`src/rtl/lcd_ahb_regs.sv`:
```
// AHB-Lite register block that drives the LCD core control inputs (enable, command
// pulses, drawing window) and sequences the panel reset line after power-up or SWRST.
module lcd_ahb_regs #(
    parameter int RST_LOW_CYC  = 50000,
    parameter int RST_WAIT_CYC = 6000000,
    parameter int CNT_W        = 24
) (
    input  logic        clk,
    input  logic        rstn,
    input  logic        HSEL,
    input  logic [31:0] HADDR,
    input  logic [1:0]  HTRANS,
    input  logic        HWRITE,
    input  logic [2:0]  HSIZE,
    input  logic [31:0] HWDATA,
    input  logic        HREADY,
    output logic        HREADYOUT,
    output logic        HRESP,
    output logic [31:0] HRDATA,
    output logic        lcd_rstn,
    output logic        en,
    output logic        ini_en,
    output logic        color_en,
    output logic [31:0] set_sc,
    output logic [31:0] set_ec,
    output logic [31:0] set_sp,
    output logic [31:0] set_ep
);

    typedef enum logic [1:0] {
        ST_ASSERT = 2'd0,
        ST_WAIT   = 2'd1,
        ST_IDLE   = 2'd2
    } seq_state_t;

    localparam logic [CNT_W-1:0] LOW_LAST  = CNT_W'(RST_LOW_CYC - 1);
    localparam logic [CNT_W-1:0] WAIT_LAST = CNT_W'(RST_WAIT_CYC - 1);
    localparam logic [CNT_W-1:0] CNT_ONE   = CNT_W'(1);

    // Merge write data into a register, one byte lane at a time.
    function automatic logic [31:0] f_merge(input logic [31:0] old_val,
                                            input logic [31:0] wdata,
                                            input logic [3:0]  mask);
        logic [31:0] res;
        res = old_val;
        for (int b = 0; b < 4; b++) begin
            if (mask[b]) begin
                res[8*b +: 8] = wdata[8*b +: 8];
            end
        end
        return res;
    endfunction

    logic             r_dp_valid;
    logic             r_dp_write;
    logic [2:0]       r_dp_addr;
    logic [3:0]       r_dp_mask;
    logic             r_en;
    logic             r_ini_en;
    logic             r_color_en;
    logic [31:0]      r_sc;
    logic [31:0]      r_ec;
    logic [31:0]      r_sp;
    logic [31:0]      r_ep;
    seq_state_t       r_state;
    seq_state_t       w_state_nx;
    logic [CNT_W-1:0] r_cnt;
    logic [CNT_W-1:0] w_cnt_nx;

    logic       w_addr_ph;
    logic [3:0] w_lane_mask;
    logic       w_wr;
    logic       w_rd;
    logic       w_ctrl_wr;
    logic       w_swrst;
    logic       w_idle;
    logic       w_unused_bits;

    assign w_addr_ph     = HSEL & HREADY & HTRANS[1];
    assign w_wr          = r_dp_valid & r_dp_write;
    assign w_rd          = r_dp_valid & ~r_dp_write;
    assign w_ctrl_wr     = w_wr & (r_dp_addr == 3'd0) & r_dp_mask[0];
    assign w_swrst       = w_ctrl_wr & HWDATA[3];
    assign w_idle        = (r_state == ST_IDLE);
    assign w_unused_bits = ^{HADDR[31:5], HTRANS[0]};

    // Byte-lane mask of the transfer being addressed.
    always_comb begin
        w_lane_mask = 4'b0000;
        case (HSIZE)
            3'b000:  w_lane_mask = 4'b0001 << HADDR[1:0];
            3'b001:  w_lane_mask = HADDR[1] ? 4'b1100 : 4'b0011;
            default: w_lane_mask = 4'b1111;
        endcase
    end

    // Address-phase capture; the data phase always completes in the following cycle.
    always_ff @(posedge clk or negedge rstn) begin
        if (!rstn) begin
            r_dp_valid <= 1'b0;
            r_dp_write <= 1'b0;
            r_dp_addr  <= 3'd0;
            r_dp_mask  <= 4'd0;
        end else begin
            r_dp_valid <= w_addr_ph;
            if (w_addr_ph) begin
                r_dp_write <= HWRITE;
                r_dp_addr  <= HADDR[4:2];
                r_dp_mask  <= w_lane_mask;
            end
        end
    end

    // Control, pulse and window registers written at the end of the data phase.
    always_ff @(posedge clk or negedge rstn) begin
        if (!rstn) begin
            r_en       <= 1'b0;
            r_ini_en   <= 1'b0;
            r_color_en <= 1'b0;
            r_sc       <= 32'd0;
            r_ec       <= 32'd0;
            r_sp       <= 32'd0;
            r_ep       <= 32'd0;
        end else begin
            // Commands are dropped, not queued, unless the panel is out of reset.
            r_ini_en   <= w_ctrl_wr & HWDATA[1] & ~HWDATA[3] & w_idle;
            r_color_en <= w_ctrl_wr & HWDATA[2] & ~HWDATA[3] & w_idle;
            if (w_ctrl_wr) begin
                r_en <= HWDATA[0];
            end
            if (w_wr && (r_dp_addr == 3'd1)) r_sc <= f_merge(r_sc, HWDATA, r_dp_mask);
            if (w_wr && (r_dp_addr == 3'd2)) r_ec <= f_merge(r_ec, HWDATA, r_dp_mask);
            if (w_wr && (r_dp_addr == 3'd3)) r_sp <= f_merge(r_sp, HWDATA, r_dp_mask);
            if (w_wr && (r_dp_addr == 3'd4)) r_ep <= f_merge(r_ep, HWDATA, r_dp_mask);
        end
    end

    // Panel reset sequencer state register.
    always_ff @(posedge clk or negedge rstn) begin
        if (!rstn) begin
            r_state <= ST_ASSERT;
            r_cnt   <= '0;
        end else begin
            r_state <= w_state_nx;
            r_cnt   <= w_cnt_nx;
        end
    end

    // Sequencer next state; SWRST restarts the low period from any state.
    always_comb begin
        w_state_nx = r_state;
        w_cnt_nx   = r_cnt;
        if (w_swrst) begin
            w_state_nx = ST_ASSERT;
            w_cnt_nx   = '0;
        end else begin
            case (r_state)
                ST_ASSERT: begin
                    if (r_cnt == LOW_LAST) begin
                        w_state_nx = ST_WAIT;
                        w_cnt_nx   = '0;
                    end else begin
                        w_cnt_nx   = r_cnt + CNT_ONE;
                    end
                end
                ST_WAIT: begin
                    if (r_cnt == WAIT_LAST) begin
                        w_state_nx = ST_IDLE;
                        w_cnt_nx   = '0;
                    end else begin
                        w_cnt_nx   = r_cnt + CNT_ONE;
                    end
                end
                ST_IDLE: begin
                    w_cnt_nx = '0;
                end
                default: begin
                    w_state_nx = ST_ASSERT;
                    w_cnt_nx   = '0;
                end
            endcase
        end
    end

    // Read mux, driven only while a read data phase is in progress.
    always_comb begin
        HRDATA = 32'd0;
        if (w_rd) begin
            case (r_dp_addr)
                3'd0:    HRDATA = {31'd0, r_en};
                3'd1:    HRDATA = r_sc;
                3'd2:    HRDATA = r_ec;
                3'd3:    HRDATA = r_sp;
                3'd4:    HRDATA = r_ep;
                3'd5:    HRDATA = {30'd0, lcd_rstn, ~w_idle};
                default: HRDATA = 32'd0;
            endcase
        end else begin
            HRDATA = 32'd0;
        end
    end

    assign HREADYOUT = 1'b1;
    assign HRESP     = 1'b0;
    assign lcd_rstn  = (r_state != ST_ASSERT);
    assign en        = r_en & w_idle;
    assign ini_en    = r_ini_en;
    assign color_en  = r_color_en;
    assign set_sc    = r_sc;
    assign set_ec    = r_ec;
    assign set_sp    = r_sp;
    assign set_ep    = r_ep;

endmodule
```
`config.mk`:
```
export PLATFORM = sky130hd
export DESIGN_NAME = lcd_ahb_regs
export DESIGN_NICKNAME = d
export VERILOG_FILES = /design/src/rtl/lcd_ahb_regs.sv
export SDC_FILE = /design/constraint.sdc
export NUM_CORES = 1
export LEC_CHECK = 0
export ABC_AREA = 1
export BUFFER_PORTS_ARGS = -buffer_cell sky130_fd_sc_hd__buf_2
export CORE_AREA = 2 2 121 123
export CTS_BUF_LIST = sky130_fd_sc_hd__clkbuf_16
export CTS_CLUSTER_SIZE = 20
export DETAILED_ROUTE_END_ITERATION = 10
export DIE_AREA = 0 0 123 125
export PLACE_DENSITY = 0.95
export SYNTH_ARGS = -nofsm -noshare
export SYNTH_HDL_FRONTEND = slang
export SYNTH_SLANG_ARGS = --single-unit
```
`constraint.sdc`:
```
create_clock -name clk -period 3.5 [get_ports clk]
set_input_delay 0.175 -clock clk [delete_from_list [all_inputs] [get_ports clk]]
set_output_delay 0.175 -clock clk [all_outputs]
set_load 0.05 [all_outputs]
```
==> impl_results.html, run 1 <==
<table>
<tr><th>Metric</th><th>Value</th></tr>
<tr><th colspan="2">Drt</th></tr>
<tr><td>Met1 Wirelength</td><td>8765 microns</td></tr>
<tr><td>Detailed-router iteration count before antenna repair</td><td>5</td></tr>
<tr><td>Antenna-violating nets left</td><td>0</td></tr>
<tr><td>Total wirelength of the detailed-routed design</td><td>approximately 23000 microns</td></tr>
<tr><td>Max layer used</td><td>met4</td></tr>
<tr><td>Overall via count from detail_route</td><td>between 7000 and 8000</td></tr>
<tr><td>Via density</td><td>5.693</td></tr>
<tr><td>Total met2 wirelength after detailed routing</td><td>roughly 11000 microns</td></tr>
<tr><td>DRC viols</td><td>0</td></tr>
<tr><td>Met3 wirelength from detailed routing</td><td>around 2100 microns</td></tr>
<tr><td>Initial DRC Count</td><td>749</td></tr>
<tr><td>Post-detailed-route wirelength per cell</td><td>17.50 microns</td></tr>
<tr><th colspan="2">Synth</th></tr>
<tr><td>Complex-gate fraction of the synthesized area</td><td>16.70%</td></tr>
<tr><td>Cells taking the most area after synthesis</td><td>dfrtp_1 (54%), nand2_1 (15%), o21ai_0 (8.9%)</td></tr>
<tr><td>Predominant post-synthesis flop cell</td><td>dfrtp_1</td></tr>
<tr><td>Portion of the post-synthesis area used by sequential elements</td><td>between 50% and 60%</td></tr>
<tr><td>Post-Syn Area</td><td>roughly 7600 sq um</td></tr>
<tr><td>Xor-xnor portion of the synthesized cell area</td><td>1.489%</td></tr>
<tr><td>Dominant cell by count in the synthesized netlist</td><td>nand2_1</td></tr>
<tr><td>Synthesized netlist net count</td><td>998</td></tr>
<tr><td>Simple-gate portion of the synthesized area</td><td>21.41%</td></tr>
<tr><td>Post-synth EDFFs</td><td>0</td></tr>
<tr><td>Cells after Synth</td><td>923</td></tr>
<tr><td>Commonest cells post-synth</td><td>nand2_1 (303), dfrtp_1 (166), o21ai_0 (136)</td></tr>
<tr><td>Mux cell area share after synthesis</td><td>0%</td></tr>
<tr><td>Area share of the leading cell type in the synthesized netlist</td><td>~54%</td></tr>
<tr><td>Adder-cell share of the synthesized area</td><td>0.1636%</td></tr>
<tr><td>Most area-hungry cell type in the Yosys netlist</td><td>dfrtp_1</td></tr>
<tr><td>Mean instance size in the synthesized netlist</td><td>8.287 sq um</td></tr>
<tr><td>Yosys warning total</td><td>0</td></tr>
<tr><td>Proportion of synthesized flip-flops having asynchronous set or reset</td><td>100.0%</td></tr>
<tr><td>Largest family of logic cells by synthesized area</td><td>simple AND/OR/NAND/NOR gates</td></tr>
<tr><td>Number of library cell types mapped by synthesis</td><td>28</td></tr>
<tr><td>Flip-flop and latch count after synthesis</td><td>166</td></tr>
<tr><th colspan="2">Power and ir drop</th></tr>
<tr><td>Clock power frac</td><td>20.0%</td></tr>
<tr><td>Register share of total power</td><td>approximately a third</td></tr>
<tr><td>Final Power</td><td>about 9500 uW</td></tr>
<tr><td>Static power due to leakage</td><td>between 0.004 and 0.005 uW</td></tr>
<tr><td>Worst ir drop on vdd</td><td>0.6965 mV</td></tr>
<tr><td>Switching power of the nets</td><td>4867 uW</td></tr>
<tr><td>Switching Share</td><td>about half</td></tr>
<tr><td>Internal power summed over all cells</td><td>4593 uW</td></tr>
<tr><td>Logic pwr share</td><td>a little under half</td></tr>
<tr><td>Power density cells</td><td>about 1000 nW/um^2</td></tr>
<tr><th colspan="2">Clock tree</th></tr>
<tr><td>Resized cells post-CTS</td><td>0</td></tr>
<tr><td>Root buffer cell</td><td>clkbuf_16</td></tr>
<tr><td>Number of H-tree branching levels</td><td>4</td></tr>
<tr><td>TritonCTS clock tree</td><td>done</td></tr>
<tr><td>Clk slew on worst S/H paths</td><td>about 70 ps</td></tr>
<tr><td>Number of buffers inserted during clock tree synthesis</td><td>17</td></tr>
<tr><td>Sinks on Clock Net</td><td>approximately 170</td></tr>
<tr><td>Clock network latency to the later pin of the worst-skew pair</td><td>between 400 and 500 ps</td></tr>
<tr><td>Clock Path Buffers</td><td>2</td></tr>
<tr><th colspan="2">Timing</th></tr>
<tr><td>Endpoints failing setup</td><td>0</td></tr>
<tr><td>Number of max-slew violations in the final report</td><td>0</td></tr>
<tr><td>Setup repair after global routing missed its margin</td><td>false</td></tr>
<tr><td>Total negative slack for setup checks</td><td>0 ps</td></tr>
<tr><td>Fmax</td><td>0.3567 GHz</td></tr>
<tr><td>Worst rel slew slack</td><td>between 30% and 40%</td></tr>
<tr><td>Worst Max-Slew Pin Slew</td><td>976.0 ps</td></tr>
<tr><td>Clock Skew</td><td>8.691 ps</td></tr>
<tr><td>Tcrit/Tclk final</td><td>80.09%</td></tr>
<tr><td>Final Hold Vio Count</td><td>0</td></tr>
<tr><td>Final worst path period need</td><td>2803 ps</td></tr>
<tr><th colspan="2">Cells and area</th></tr>
<tr><td>Count of inserted antenna diode cells</td><td>0</td></tr>
<tr><td>Utilization after layout</td><td>between 60% and 70%</td></tr>
<tr><td>Share of layout cells above drive strength 1</td><td>22.52%</td></tr>
<tr><td>Nets</td><td>between 1000 and 1500</td></tr>
<tr><td>Synthesis-to-layout area growth</td><td>24.03%</td></tr>
<tr><th colspan="2">Global route</th></tr>
<tr><td>Initial antenna violation count</td><td>0</td></tr>
<tr><td>Wire length of the first global-routing pass</td><td>37470 microns</td></tr>
<tr><td>Maximum number of pins on one net before global-route repair</td><td>108</td></tr>
<tr><td>Global routing usage summed across all routing layers</td><td>31.23%</td></tr>
<tr><td>Via count of the first global-routing pass</td><td>about 7500</td></tr>
<tr><td>Overflow left after global routing</td><td>0</td></tr>
<tr><th colspan="2">Critical path</th></tr>
<tr><td>Required time at the worst-slack endpoint</td><td>3320 ps</td></tr>
<tr><td>Setup slack of the most critical reg-to-reg path</td><td>1070 ps</td></tr>
<tr><td>Register-to-Register Path Depth</td><td>6</td></tr>
<tr><td>Critical path class</td><td>flip-flop to output port</td></tr>
<tr><td>Endpoint of the worst register-to-register path</td><td>r_cnt[2]</td></tr>
<tr><td>Endpoint arrival time on the critical path</td><td>around 2600 ps</td></tr>
<tr><td>Critical Path Max Stage Delay</td><td>between 600 and 700 ps</td></tr>
<tr><td>Startpoint of the worst-slack reg-to-reg timing path</td><td>r_cnt[0]</td></tr>
<tr><td>CP startpoint kind</td><td>flip-flop</td></tr>
<tr><td>Slowest stage cell on the critical path</td><td>dfrtp_1</td></tr>
<tr><td>Series of cell instances along the critical path</td><td>nand3_1 &gt; inv_1 &gt; buf_12 &gt; a22oi_1 &gt; a31oi_1 &gt; buf_2</td></tr>
<tr><td>Setup crit end kind</td><td>output port</td></tr>
<tr><td>Maximum fanout encountered on the critical timing path</td><td>20</td></tr>
<tr><th colspan="2">Hold path</th></tr>
<tr><td>Worst Hold End</td><td>set_sp[19]</td></tr>
<tr><td>Hold path startpoint</td><td>HWDATA[19]</td></tr>
<tr><td>Kind of path behind the tightest hold check</td><td>input pin to flip-flop</td></tr>
<tr><td>Worst hold stages</td><td>3</td></tr>
<tr><th colspan="2">Flow run</th></tr>
<tr><td>Count of max-cap constraint violations</td><td>0</td></tr>
<tr><th colspan="2">Floorplanning</th></tr>
<tr><td>Die Ht</td><td>between 100 and 150 microns</td></tr>
<tr><td>Floorplan core area</td><td>14200 sq um</td></tr>
<tr><td>Width of the die</td><td>123 microns</td></tr>
<tr><td>Starting utilization of the core area</td><td>53.85%</td></tr>
<tr><td>Number of placement rows</td><td>44</td></tr>
<tr><td>Io pins</td><td>240</td></tr>
<tr><td>Die area</td><td>15380 sq um</td></tr>
<tr><th colspan="2">Place</th></tr>
<tr><td>Detailed Place HPWL</td><td>15820 microns</td></tr>
<tr><td>Number of port buffers</td><td>between 200 and 250</td></tr>
<tr><td>Final Wtd Congestion</td><td>0.9503</td></tr>
<tr><th colspan="2">Run status</th></tr>
<tr><td>Run status</td><td>finished, final reports clean</td></tr>
</table>
layout make-up:
class,instances,area (sq um)
multi-input combinational,652,3049
timing repair buffer,225,1212
sequential,166,4154
tap,184,230.2
clock inverter,15,167.7
inverter,66,247.7
clock buffer,17,425.4
fill,1092,4717
metal layers:
layer | GRT usage [%] | vias up
met5 | 0 | -
met4 | 15.84 | 0
met3 | 8.212 | 102
met2 | 50.67 | 466
met1 | 38.36 | 3531
li1 | - | 3444
kinds of logic (layout without fill, tap and decap cells):
family,Yosys count,after routing
XOR/XNOR,13,13
flip-flops,166,166
adder cells (fa/ha/maj),1,1
buffers and inverters,105,323
AO/OA/AOI/OAI,230,230
other,2,2
AND/OR/NAND/NOR,406,406
worst max-delay path by stage:
| stage | from | endpoint | slack [ps] | cells past startpoint |
|---|---|---|---|---|
| after floorplan | r_dp_addr[2] | HRDATA[10] | 1260 | 6 |
| after global placement | r_dp_addr[1] | HRDATA[0] | 1210 | 8 |
| after detailed placement | r_cnt[0] | r_cnt[8] | 1170 | 6 |
| after CTS | r_dp_addr[1] | HRDATA[20] | 730 | 6 |
| after global routing | r_dp_addr[1] | HRDATA[3] | 500 | 6 |
| final | r_dp_addr[1] | HRDATA[20] | 700 | 6 |
layout by cell type, fill, tap and decap left out, types with 3 or more instances in the layout:
cell and n:
a22oi_1 31, xor2_1 6, buf_4 8, a2bb2oi_1 3
nand3_1 25, nor2_1 63, nand2_1 303, nand4_1 3
dfrtp_1 166, a21oi_1 28, inv_6 4, clkbuf_16 17
xnor2_1 7, dlygate4sd3_1 6, inv_8 3, buf_2 208
a31oi_1 30, clkinv_4 3, nor3_1 4, o21ai_0 136
inv_1 65
repair_timing:
action,4_1_cts,5_1_grt
endpoints found under the setup margin,0,0
hold buffers,6,0
endpoints found under the hold margin,110,0
buffers inserted,0,0
metrics by stage:
stage	std cells	worst slack, ps	area, sq um	hold WS, ps
after floorplan	923	1264	7649	-120.6
after global placement	1287	1211	8833	343.8
after detailed placement	1287	1174	8833	354.7
after CTS	1325	725.1	9487	30.77
after global routing	1325	496.4	9487	31.96
final	1325	696.7	9487	43.07
power by group through the flow:
stage                     combinational (uW)  sequential (uW)  clock [uW]
final                                   4270             3290        1890
after global routing                    4510             3370        2010
after CTS                               4260             3260        1900
after detailed placement                4240             3270           0
after global placement                  4120             3250           0
after floorplan                          866             5470           0
worst max-delay path: cells and delay by family, from the launching register on:
family	cells	cell delay [ps]
simple gates	1	170
flops	1	640
compound gates	2	330
buf+inv	3	1050
sequential cells by signal (all words and copies together), names as in the netlist:
| name | flops |
|---|---|
| set_ec | 32 |
| set_ep | 32 |
| set_sc | 32 |
| set_sp | 32 |
| r_cnt | 24 |
| r_dp_mask | 4 |
| r_dp_addr | 3 |
| r_state | 2 |
| color_en | 1 |
| ini_en | 1 |
| r_dp_valid | 1 |
| r_dp_write | 1 |
| r_en | 1 |
Note: power is estimated with default switching activity, not from simulation.
==> inputs of run 2 (changes only) <==
==> config.mk (replaced) <==
export PLATFORM = sky130hd
export DESIGN_NAME = lcd_ahb_regs
export DESIGN_NICKNAME = d
export VERILOG_FILES = /design/src/rtl/lcd_ahb_regs.sv
export SDC_FILE = /design/constraint.sdc
export NUM_CORES = 1
export LEC_CHECK = 0
export ABC_AREA = 0
export BUFFER_PORTS_ARGS = -buffer_cell sky130_fd_sc_hd__buf_2
export CORE_AREA = 2 2 125 127
export CTS_BUF_LIST = sky130_fd_sc_hd__clkbuf_16
export CTS_CLUSTER_SIZE = 20
export DETAILED_ROUTE_END_ITERATION = 10
export DIE_AREA = 0 0 127 129
export PLACE_DENSITY = 0.91
export SYNTH_ARGS = -nofsm -noshare
export SYNTH_HDL_FRONTEND = slang
export SYNTH_SLANG_ARGS = --single-unit
==> constraint.sdc (replaced) <==
create_clock -name clk -period 2.9 [get_ports clk]
set_input_delay 0.145 -clock clk [delete_from_list [all_inputs] [get_ports clk]]
set_output_delay 0.145 -clock clk [all_outputs]
set_load 0.05 [all_outputs]
==> run 2 against run 1 <==
Die area increased by 6.6%. Sequential power shrank 10%. Flip-flop and latch count is the same. Final cell count shrank 19%. Critical path depth is the same. Sequential share of layout area down 1.5 points. Register-to-register slack worse by 310 ps. Combinational power shrank 47%. Largest power group is now registers. Highest routed layer is now met5.
==> impl_results.html, run 2 <==
<table>
<tr><th>Metric</th><th>Value</th></tr>
<tr><th colspan="2">Cells and area</th></tr>
<tr><td>Non-filler instance count after layout</td><td>1072 (-19%)</td></tr>
<tr><td>Final design instance area without fill</td><td>9813 sq um (+3.4%)</td></tr>
<tr><td>Commonest cells after routing, fill and taps aside</td><td>buf_2 (208), dfrtp_1 (166), mux2_2 (129), a22oi_1 (63)</td></tr>
<tr><td>Synthesis-to-layout area growth</td><td>30.07%</td></tr>
<tr><td>Most common library cell in the layout ignoring fill and taps</td><td>buf_2</td></tr>
<tr><td>Multi-input gate area</td><td>3247 sq um (+6.5%)</td></tr>
<tr><td>Count of inserted antenna diode cells</td><td>0 (unchanged)</td></tr>
<tr><td>Utilization after layout</td><td>65.52% (-1.3 points)</td></tr>
<tr><td>Filler instances</td><td>1088 (-0.37%)</td></tr>
<tr><td>Share of layout cells above drive strength 1</td><td>45.36% (+23 points)</td></tr>
<tr><td>Nets</td><td>948 (-21%)</td></tr>
<tr><td>Area occupied by registers</td><td>4154 sq um (unchanged)</td></tr>
<tr><th colspan="2">Power and ir drop</th></tr>
<tr><td>Power density cells</td><td>744.8 nW/um^2 (-25%)</td></tr>
<tr><td>Final Power</td><td>7309 uW (-23%)</td></tr>
<tr><td>Static power due to leakage</td><td>0.004889 uW (+3.9%)</td></tr>
<tr><td>Worst ir drop on vdd</td><td>0.3984 mV (-43%)</td></tr>
<tr><th colspan="2">Drt</th></tr>
<tr><td>Via density</td><td>5.911 (+3.8%)</td></tr>
<tr><td>DRC viols</td><td>0 (unchanged)</td></tr>
<tr><td>Initial DRC Count</td><td>454 (-39%)</td></tr>
<tr><td>Overall via count from detail_route</td><td>6337 (-16%)</td></tr>
<tr><td>Antenna-violating nets left</td><td>0 (unchanged)</td></tr>
<tr><td>Total wirelength of the detailed-routed design</td><td>21430 microns (-7.6%)</td></tr>
<tr><td>Detailed-router iteration count before antenna repair</td><td>5 (unchanged)</td></tr>
<tr><td>Post-detailed-route wirelength per cell</td><td>19.99 microns (+14%)</td></tr>
<tr><th colspan="2">Run status</th></tr>
<tr><td>Run status</td><td>finished, final reports clean</td></tr>
<tr><th colspan="2">Global route</th></tr>
<tr><td>Most used routing layer in global routing</td><td>met2</td></tr>
<tr><td>Global routing met1 resource utilization</td><td>33.55% (-4.8 points)</td></tr>
<tr><td>Initial antenna violation count</td><td>1 (+1)</td></tr>
<tr><td>Overflow left after global routing</td><td>0 (unchanged)</td></tr>
<tr><td>Wire length of the first global-routing pass</td><td>32840 microns (-12%)</td></tr>
<tr><td>Met2 demand-to-capacity share in global routing</td><td>43.96% (-6.7 points)</td></tr>
<tr><td>Maximum number of pins on one net before global-route repair</td><td>88 (-19%)</td></tr>
<tr><td>Via count of the first global-routing pass</td><td>6159 (-18%)</td></tr>
<tr><td>Global routing usage summed across all routing layers</td><td>26.09% (-5.1 points)</td></tr>
<tr><td>Met3 usage</td><td>5.696% (-2.5 points)</td></tr>
<tr><th colspan="2">Timing</th></tr>
<tr><td>Setup repair after global routing missed its margin</td><td>false</td></tr>
<tr><td>Final Hold Vio Count</td><td>0 (unchanged)</td></tr>
<tr><td>Clock Skew</td><td>9.365 ps (+0.6747 ps)</td></tr>
<tr><td>Endpoints failing setup</td><td>0 (unchanged)</td></tr>
<tr><td>Final worst path period need</td><td>2767 ps</td></tr>
<tr><td>Number of max-slew violations in the final report</td><td>0 (unchanged)</td></tr>
<tr><td>Total negative slack for setup checks</td><td>0 ps (unchanged)</td></tr>
<tr><td>Fmax</td><td>0.3614 GHz</td></tr>
<tr><td>Worst Max-Slew Pin Slew</td><td>669.2 ps (-306.9 ps)</td></tr>
<tr><td>Tcrit/Tclk final</td><td>95.41%</td></tr>
<tr><td>Worst rel slew slack</td><td>55.39% (+21 points)</td></tr>
<tr><th colspan="2">Critical path</th></tr>
<tr><td>Setup crit end kind</td><td>output port</td></tr>
<tr><td>Maximum fanout encountered on the critical timing path</td><td>21 (+5.0%)</td></tr>
<tr><td>Endpoint arrival time on the critical path</td><td>2620 ps (about the same)</td></tr>
<tr><td>CP startpoint kind</td><td>flip-flop</td></tr>
<tr><td>Series of cell instances along the critical path</td><td>nor2_1 &gt; and2_1 &gt; buf_12 &gt; a22oi_1 &gt; a21oi_1 &gt; buf_2</td></tr>
<tr><td>Slowest stage cell on the critical path</td><td>and2_1</td></tr>
<tr><td>Critical path class</td><td>flip-flop to output port</td></tr>
<tr><td>Required time at the worst-slack endpoint</td><td>2760 ps (-560 ps)</td></tr>
<tr><td>Critical Path Max Stage Delay</td><td>580 ps (-60 ps)</td></tr>
<tr><th colspan="2">Clock tree</th></tr>
<tr><td>Number of buffers inserted during clock tree synthesis</td><td>17 (unchanged)</td></tr>
<tr><td>Clock Path Buffers</td><td>2 (unchanged)</td></tr>
<tr><td>Clk slew on worst S/H paths</td><td>60 ps (about the same)</td></tr>
<tr><td>TritonCTS clock tree</td><td>done</td></tr>
<tr><td>Sinks on Clock Net</td><td>166 (unchanged)</td></tr>
<tr><td>Clock network latency to the later pin of the worst-skew pair</td><td>420 ps (about the same)</td></tr>
<tr><td>Root buffer cell</td><td>clkbuf_16</td></tr>
<tr><td>Number of H-tree branching levels</td><td>4 (unchanged)</td></tr>
<tr><td>Resized cells post-CTS</td><td>0 (unchanged)</td></tr>
<tr><th colspan="2">Synth</th></tr>
<tr><td>Proportion of synthesized flip-flops having asynchronous set or reset</td><td>100.0% (unchanged)</td></tr>
<tr><td>Area share of the leading cell type in the synthesized netlist</td><td>55.06% (+0.75 points)</td></tr>
<tr><td>Synthesized netlist net count</td><td>692 (-31%)</td></tr>
<tr><td>Most area-hungry cell type in the Yosys netlist</td><td>dfrtp_1</td></tr>
<tr><td>Number of library cell types mapped by synthesis</td><td>52 (+86%)</td></tr>
<tr><td>Predominant post-synthesis flop cell</td><td>dfrtp_1</td></tr>
<tr><td>Yosys warning total</td><td>0 (unchanged)</td></tr>
<tr><td>Commonest cells post-synth</td><td>dfrtp_1 (166), mux2_2 (129), a22oi_1 (63)</td></tr>
<tr><td>Flip-flop and latch count after synthesis</td><td>166 (unchanged)</td></tr>
<tr><td>Mean instance size in the synthesized netlist</td><td>12.23 sq um (+48%)</td></tr>
<tr><td>Portion of the post-synthesis area used by sequential elements</td><td>55.06% (+0.75 points)</td></tr>
<tr><td>Post-Syn Area</td><td>7545 sq um (-1.4%)</td></tr>
<tr><td>Cells taking the most area after synthesis</td><td>dfrtp_1 (55%), mux2_2 (19%), a22oi_1 (6.3%)</td></tr>
<tr><td>Dominant cell by count in the synthesized netlist</td><td>dfrtp_1</td></tr>
<tr><td>Cells after Synth</td><td>617 (-33%)</td></tr>
<tr><td>Post-synth EDFFs</td><td>0 (unchanged)</td></tr>
<tr><th colspan="2">Hold path</th></tr>
<tr><td>Kind of path behind the tightest hold check</td><td>input pin to flip-flop</td></tr>
<tr><th colspan="2">Floorplanning</th></tr>
<tr><td>Number of placement rows</td><td>45 (+2.3%)</td></tr>
<tr><td>Floorplan core area</td><td>14980 sq um (+5.4%)</td></tr>
<tr><td>Width of the die</td><td>127 microns (+3.3%)</td></tr>
<tr><td>Io pins</td><td>240 (unchanged)</td></tr>
<tr><td>Starting utilization of the core area</td><td>50.38% (-3.5 points)</td></tr>
<tr><td>Die area</td><td>16380 sq um (+6.6%)</td></tr>
<tr><td>Die Ht</td><td>129 microns (+3.2%)</td></tr>
<tr><th colspan="2">Place</th></tr>
<tr><td>Final Wtd Congestion</td><td>0.8365 (-12%)</td></tr>
<tr><td>Area of placed instances</td><td>8916 sq um (+0.93%)</td></tr>
<tr><td>DP Cell Count</td><td>1007 (-22%)</td></tr>
<tr><td>Detailed Place HPWL</td><td>14420 microns (-8.9%)</td></tr>
<tr><td>Number of port buffers</td><td>209 (unchanged)</td></tr>
<tr><th colspan="2">Flow run</th></tr>
<tr><td>Count of max-cap constraint violations</td><td>0 (unchanged)</td></tr>
</table>
[run 2: cell families after synthesis]
logic type	after synthesis	share of synthesized area (%)
flops	166	55.06
fa+ha+maj	1	0.1658
compound gates	133	12.01
simple gates	138	10.03
mux	130	19.39
other cells	2	0.09954
xor+xnor	11	1.277
buf+inv	36	1.973
[run 2: metal layers]
layer	share of wire [%]	wire length, microns	vias up
met2	50	10740	310
met3	6.7	1441	45
li1	-	-	2822
met1	41	8777	3158
met5	0.051	11	-
met4	2.2	466	2
[run 2: final timing paths]
kind | from | end | slack [ps] | cells after the start
setup / recovery | r_dp_addr[1] | HRDATA[30] | 130 | 6
setup reg to reg | r_dp_addr[0] | set_sc[27] | 760 | 3
min in group asynchronous | rstn | r_cnt[16] | 160 | 2
hold / removal | HWDATA[16] | set_ep[16] | 30 | 2
max in group asynchronous | rstn | set_ec[25] | 1800 | 3
hold reg to reg | r_cnt[0] | r_cnt[0] | 520 | 1
[run 2: stage by stage]
step	hold WS, ps	worst slack, ps
2_1_floorplan	-150.6	340.4
3_3_place_gp	33.97	665.6
3_5_place_dp	33.89	659.5
4_1_cts	0.8895	207.0
5_1_grt	9.531	72.65
6_report	31.03	133.0
[run 2: layout make-up]
type                       count  share of cell area (%)
tap                          188                   2.397
clock buffer                  17                   4.335
inverter                       4                  0.1530
timing repair buffer         269                   16.46
sequential                   166                   42.33
clock inverter                13                   1.237
multi-input combinational    415                   33.09
[run 2: worst max-delay path, delay by kind of cell (launching register included)]
family	cells	cell delay [ps]
buffers and inverters	2	560
DFF	1	520
and+or+nand+nor	2	760
AOI/OAI and AO/OA	2	350
[run 2: power by group]
group / switching [uW] / internal (uW)
Sequential: 297 / 2650
Combinational: 1660 / 599
Clock: 870 / 1240
[run 2: repair_timing]
| item | CTS | global route |
|---|---|---|
| hold buffers | 35 | 0 |
| endpoints found under the hold margin | 148 | 0 |
| endpoints found under the setup margin | 0 | 0 |
| setup buffers | 0 | 0 |
